===== config.mk =====
export PLATFORM = sky130hd
export DESIGN_NAME = counter_sequencer
export DESIGN_NICKNAME = d
export VERILOG_FILES = /design/src/rtl/counter_sequencer.sv
export SDC_FILE = /design/constraint.sdc
export NUM_CORES = 1
export LEC_CHECK = 0
export ABC_AREA = 1
export BUFFER_PORTS_ARGS = -buffer_cell sky130_fd_sc_hd__buf_2
export CAP_MARGIN = 20
export CORE_MARGIN = 2
export CORE_UTILIZATION = 50
export DETAILED_ROUTE_END_ITERATION = 8
export GPL_TIMING_DRIVEN = 0
export PLACE_DENSITY = 0.69
export REMOVE_ABC_BUFFERS = 1
export SYNTH_ARGS = -nofsm -noshare
export SYNTH_HDL_FRONTEND = slang
export SYNTH_SLANG_ARGS = --single-unit

===== constraint.sdc =====
create_clock -name clk -period 4.5 [get_ports clk]
set_input_delay 1.35 -clock clk [delete_from_list [all_inputs] [get_ports clk]]
set_output_delay 1.35 -clock clk [all_outputs]
set_load 0.02 [all_outputs]

===== src/rtl/counter_sequencer.sv =====
// Programmable interval controller: sequences a prescaled up-counter into
// one-shot or auto-reload intervals, with tick/done/cfg_err single-cycle pulses.
module counter_sequencer #(
    parameter int width     = 8,
    parameter int pre_width = 4
) (
    input  logic                 clk,
    input  logic                 rst,
    input  logic                 start,
    input  logic                 stop,
    input  logic                 en,
    input  logic                 reload,
    input  logic [width-1:0]     period,
    input  logic [pre_width-1:0] prescale,
    output logic [width-1:0]     cnt,
    output logic                 busy,
    output logic                 tick,
    output logic                 done,
    output logic                 cfg_err,
    output logic                 dbg_state
);

    typedef enum logic {
        IDLE = 1'b0,
        RUN  = 1'b1
    } state_t;

    localparam logic [width-1:0]     cnt_one = width'(1);
    localparam logic [pre_width-1:0] pre_one = pre_width'(1);

    state_t               state, state_n;
    logic [width-1:0]     cnt_n;
    logic [pre_width-1:0] pre_cnt, pre_cnt_n;
    logic [width-1:0]     period_r, period_n;
    logic [pre_width-1:0] pre_r, pre_n;
    logic                 reload_r, reload_n;
    logic                 tick_n, done_n, err_n;
    logic [width-1:0]     last_cnt;

    // period_r is never 0 while RUN, so this never underflows where it is used
    assign last_cnt  = period_r - cnt_one;
    assign busy      = (state == RUN);
    assign dbg_state = state;

    always_ff @(posedge clk or posedge rst) begin
        if (rst) begin
            state    <= IDLE;
            cnt      <= '0;
            pre_cnt  <= '0;
            period_r <= '0;
            pre_r    <= '0;
            reload_r <= 1'b0;
            tick     <= 1'b0;
            done     <= 1'b0;
            cfg_err  <= 1'b0;
        end else begin
            state    <= state_n;
            cnt      <= cnt_n;
            pre_cnt  <= pre_cnt_n;
            period_r <= period_n;
            pre_r    <= pre_n;
            reload_r <= reload_n;
            tick     <= tick_n;
            done     <= done_n;
            cfg_err  <= err_n;
        end
    end

    // Priority per edge: stop, then start (accept or reject), then counting.
    always_comb begin
        state_n   = state;
        cnt_n     = cnt;
        pre_cnt_n = pre_cnt;
        period_n  = period_r;
        pre_n     = pre_r;
        reload_n  = reload_r;
        tick_n    = 1'b0;
        done_n    = 1'b0;
        err_n     = 1'b0;

        if (stop) begin
            if (state == RUN) begin
                state_n   = IDLE;
                cnt_n     = '0;
                pre_cnt_n = '0;
            end
        end else if (start) begin
            if (period != '0) begin
                period_n  = period;
                pre_n     = prescale;
                reload_n  = reload;
                cnt_n     = '0;
                pre_cnt_n = '0;
                state_n   = RUN;
            end else begin
                err_n   = 1'b1;
                state_n = IDLE;
            end
        end else if (state == RUN && en) begin
            if (pre_cnt != pre_r) begin
                pre_cnt_n = pre_cnt + pre_one;
            end else begin
                pre_cnt_n = '0;
                if (cnt != last_cnt) begin
                    cnt_n = cnt + cnt_one;
                end else begin
                    cnt_n  = '0;
                    tick_n = 1'b1;
                    if (!reload_r) begin
                        done_n  = 1'b1;
                        state_n = IDLE;
                    end
                end
            end
        end
    end

endmodule


Yosys cells after proc, flatten, opt, wreduce, memory -nomap -nowiden:

Index checks and enable logic that the tools add are counted.

* flip-flop bits (word level): 29
* bits in latches: 0
* bits in writable memories: 0
* ROM bits: 0
* input bits: 18
* output and inout bits: 13
* logic and storage cells: 61
* memories kept: 0

* add/sub/neg operators: 3
* multipliers: 0
* div/mod/pow operators: 0
* order comparisons: 0
* equal/unequal tests: 7
* shift-type cells: 0
* mux-type cells: 34
* bitwise logic cells: 1
* reduce and logical (&&, ||, !) cells: 7

Operators by type and width (count)
* $mux 8: 7
* $mux 4: 6
* $mux 1: 21
* $ne 3x3->1 const B: 3
* $add 8x1->8 const B: 1
* $ne 8x8->1: 1
* $reduce_and 4->1: 2
* $reduce_bool 8->1: 1
* $sub 8x1->8 const B: 1
* $reduce_and 3->1: 2
* $add 4x1->4 const B: 1
* $ne 4x4->1: 1
* $ne 3x1->1 const B: 1
* $reduce_bool 3->1: 1
* $ne 2x1->1 const B: 1
* $logic_and 1x1->1: 1
* $not 1->1: 1

Logic depth before layout (Yosys ltp):

* depth after elaboration: 7
* gate-level depth with buffers: 13
* depth with buffers taken out: 13

Least setup slack after synthesis:

Ideal clock, no wire load.

* path type: input to register
* from: input port period[3]
* to: register cnt[6]
* setup time: 0.119 ns
* arrival: 2.253 ns
* path slack: 2.129 ns
* stages: 9
* buffers on the path: 0
* cells stage by stage: nor2_1 nand4_1 nand2_2 nand2_4 nand2_4 inv_6 nand2_1 xor2_1 nor2_2

* word-level cells in the longest chain between the ends: 3

Ends and longest elaborated chain
* start: declaration: RTL line 13 `input logic [width-1:0] period,`
* $reduce_bool 8->1: RTL line 88 `if (period != '0) begin`
* $ne 3x1->1 (no line)
* $reduce_and 4->1 (no line)
* end signal: assignment: RTL line 58 `cnt <= cnt_n;`
* end: declaration: RTL line 15 `output logic [width-1:0] cnt,`

Every way passes these cells.
A chain may end at the register's enable or synchronous reset.

Worst setup path in the final report:

* from: register cnt[6]
* to: output port cnt[6]

No word-level cell between the ends.

==> run metrics <==
status completed; core box area 0.00336 mm²; Data required, critical path 3.15 ns; Hold Path Class reg -> reg; Post-DP HPWL 2750 µm; Final period util 53.8%; CTS Hold Bufs 0; Ys Warns 0; CTS clk-pin slew, worst paths 0.10 ns; unrepaired setup endpoints after global routing no; DR iter-0 viols 66; Total GRT Usage 21.0%; post-CTS sizing 0; # DRC 0; overall power 655 µW; Final GP Congestion 0.803; Max Cap Viol 0; Synth cell types 28; Arr. time, crit path 1.07 ns; Worst Path Buf+Inv 1; ranking of synthesized cells by area dfrtp_1 41%, nand2_1 14%, nor2_1 6.0%; # clock sinks 29; WL final 3580 µm; Slew @ Worst Pin 0.527 ns; routed length per instance 11.2 µm; fin worst setup slack 2.08 ns; Synth Flop Type dfrtp_1; Seq/Total Area, Yosys 41.3%; Slew HR 64.8%; Slew Limit Fails 0; Syn Std Cell Area 0.00176 mm²; area of the multi-input gates 880 µm²; Die X 63.3 µm; post-route cell area 0.00204 mm²; die area 0.00400 mm²; post-DR vias/cell 4.91; Area after DPL 0.00197 mm²; Period minus WS final 2.42 ns; Post-Route Skew 0.00789 ns; synthesis-stage register bit count 29; critical path class reg -> out; effective utilization at floorplan 52.2%; n_diodes 0; Num CTS Buffers 5; area fraction of the dominant cell type after synthesis 41.3%; Post-Syn Instances 240; clock latency on the worst-skew pair 0.32 ns; post-CTS setup buffers 0; post-synthesis mux area share 0%; Setup TNS 0 ns; First-pass DRT Iterations 4; largest family of logic cells by synthesized area simple AND/OR/NAND/NOR gates; area delta synth->final 16.3%; global route total overflow 0; leading area contributor after synthesis dfrtp_1; highest net fanout along the worst path 6; CP max stage cell dfrtp_1; asr flop ratio synth 100%; post-synthesis compound-gate area fraction 5.84%; f_max 413 MHz; CTS tree built; slowest cell delay on critical path 0.52 ns; Synth Area per Inst 7.31 µm²; Synth Area in XOR/XNOR 4.49%; clock tree buffer depth 2; Cell Chain, Critical Path buf_2; htree depth 2; fill count 347; adder-cell share of the synthesized area 2.14%; Routed Antenna Nets 0; IR drop worst, VDD 223 µV; Final Hold Fails 0; Post-synth EDFFs 0; register area 726 µm²; largest net degree at the start of global routing 23; leakage power 1.06 nW; ratio of cells with drive above 1 in the final layout 23.3%; Top delay family on crit path flip-flops; final setup fails 0; vias in the first global route 1548; clock tree root driver cell clkbuf_4; PwrDens 321 mW/mm²; cell row count 21; Setup crit end kind primary output; I/O Pins 31; die height 63.3 µm; first-pass GRT wire length 6580 µm; port bufs 30; vias post-DR 1575; Simple-Gate Fraction of Synth Area 37.6%; dpl ws 1.81 ns; final net count 295; critical path launch point type flip-flop; initial antenna violation count 0
path summary, 6_finish.rpt:
check	start	to	slack (ns)	depth (start not counted)
max	cnt[6]$_DFFE_PP0P_	cnt[6]	2.08	1
min	reload_r$_DFFE_PP0P_	reload_r$_DFFE_PP0P_	0.50	2
max reg2reg	period_r[0]$_DFFE_PP0P_	cnt[3]$_DFFE_PP0P_	2.71	13
min reg2reg	reload_r$_DFFE_PP0P_	reload_r$_DFFE_PP0P_	0.50	2
max in group asynchronous	rst	pre_cnt[1]$_DFFE_PP0P_	3.08	3
min in group asynchronous	rst	done$_DFF_PP0_	0.99	2
cells in the mapped netlist (2+ instances only):
cell	count
a21oi_1	3
clkbuf_1	2
nor2_4	2
inv_1	25
nor2_2	9
nand2_4	3
ha_1	3
nand2_2	4
dfrtp_1	29
nand3_1	15
xnor2_1	2
o21ai_0	15
nor3_1	4
inv_2	5
nand2_1	66
nand4_1	8
nor2_1	28
xor2_1	7
placed cells by master, fill, tap and decap left out:
master    instances
nor4_1            1
o21ai_0          15
nand2_4           3
buf_2            30
and3_1            1
nor2_4            2
a21oi_1           3
clkbuf_8          2
o211ai_1          1
xor2_1            7
nand2_2           4
buf_16            1
inv_2             5
or2_1             1
nor3_1            4
nor2_2            9
nand2_1          66
clkinv_2          1
ha_1              3
clkinv_4          1
nand4_1           8
inv_6             1
dfrtp_1          29
o21ai_1           1
inv_1            25
clkbuf_4          5
and2_1            1
nand3_1          15
nor2_1           28
xnor2_1           2
final cells by class:
type	instances	area share, %
multi-input cells	175	43.1
flip-flops and latches	29	35.6
repair buffers	31	8.71
inverters	32	6.38
clock buffers	7	3.19
well taps	46	2.82
clock inverters	1	0.245
power by group:
part | leakage [nW] | internal (mW) | switching [mW]
clock network | 0.0413 | 0.0905 | 0.0924
logic | 0.641 | 0.0602 | 0.103
registers | 0.379 | 0.283 | 0.0247
total | 1.06 | 0.434 | 0.221
logic make-up after synthesis:
| logic type | after synthesis |
|---|---|
| fa+ha+maj | 3 |
| xor+xnor | 9 |
| buf+inv | 36 |
| flops | 29 |
| compound gates | 20 |
| simple gates | 143 |
state kept, by name, summed over array words and instances (netlist names):
register	count
tick	1
period_r	8
busy	1
cfg_err	1
reload_r	1
cnt	8
pre_cnt	4
done	1
pre_r	4
per-stage QoR:
stage / std cells / hold WS, ns / utilization (%)
6_report: 321 / 0.496 / 60.7
5_1_grt: 321 / 0.547 / 60.7
4_1_cts: 321 / 0.500 / 60.7
3_5_place_dp: 313 / 0.474 / 58.6
3_3_place_gp: 312 / 0.474 / 57.8
2_1_floorplan: 236 / 0.450 / -
layer usage:
| layer | up-vias | global-route usage (%) | share of wire (%) |
|---|---|---|---|
| met2 | 35 | 34.8 | 47 |
| met4 | 0 | 5.43 | 0.50 |
| li1 | 821 | - | - |
| met5 | - | 0 | 0 |
| met3 | 2 | 5.89 | 4.0 |
| met1 | 717 | 27.0 | 48 |
Power figures use the tool's default switching activity.
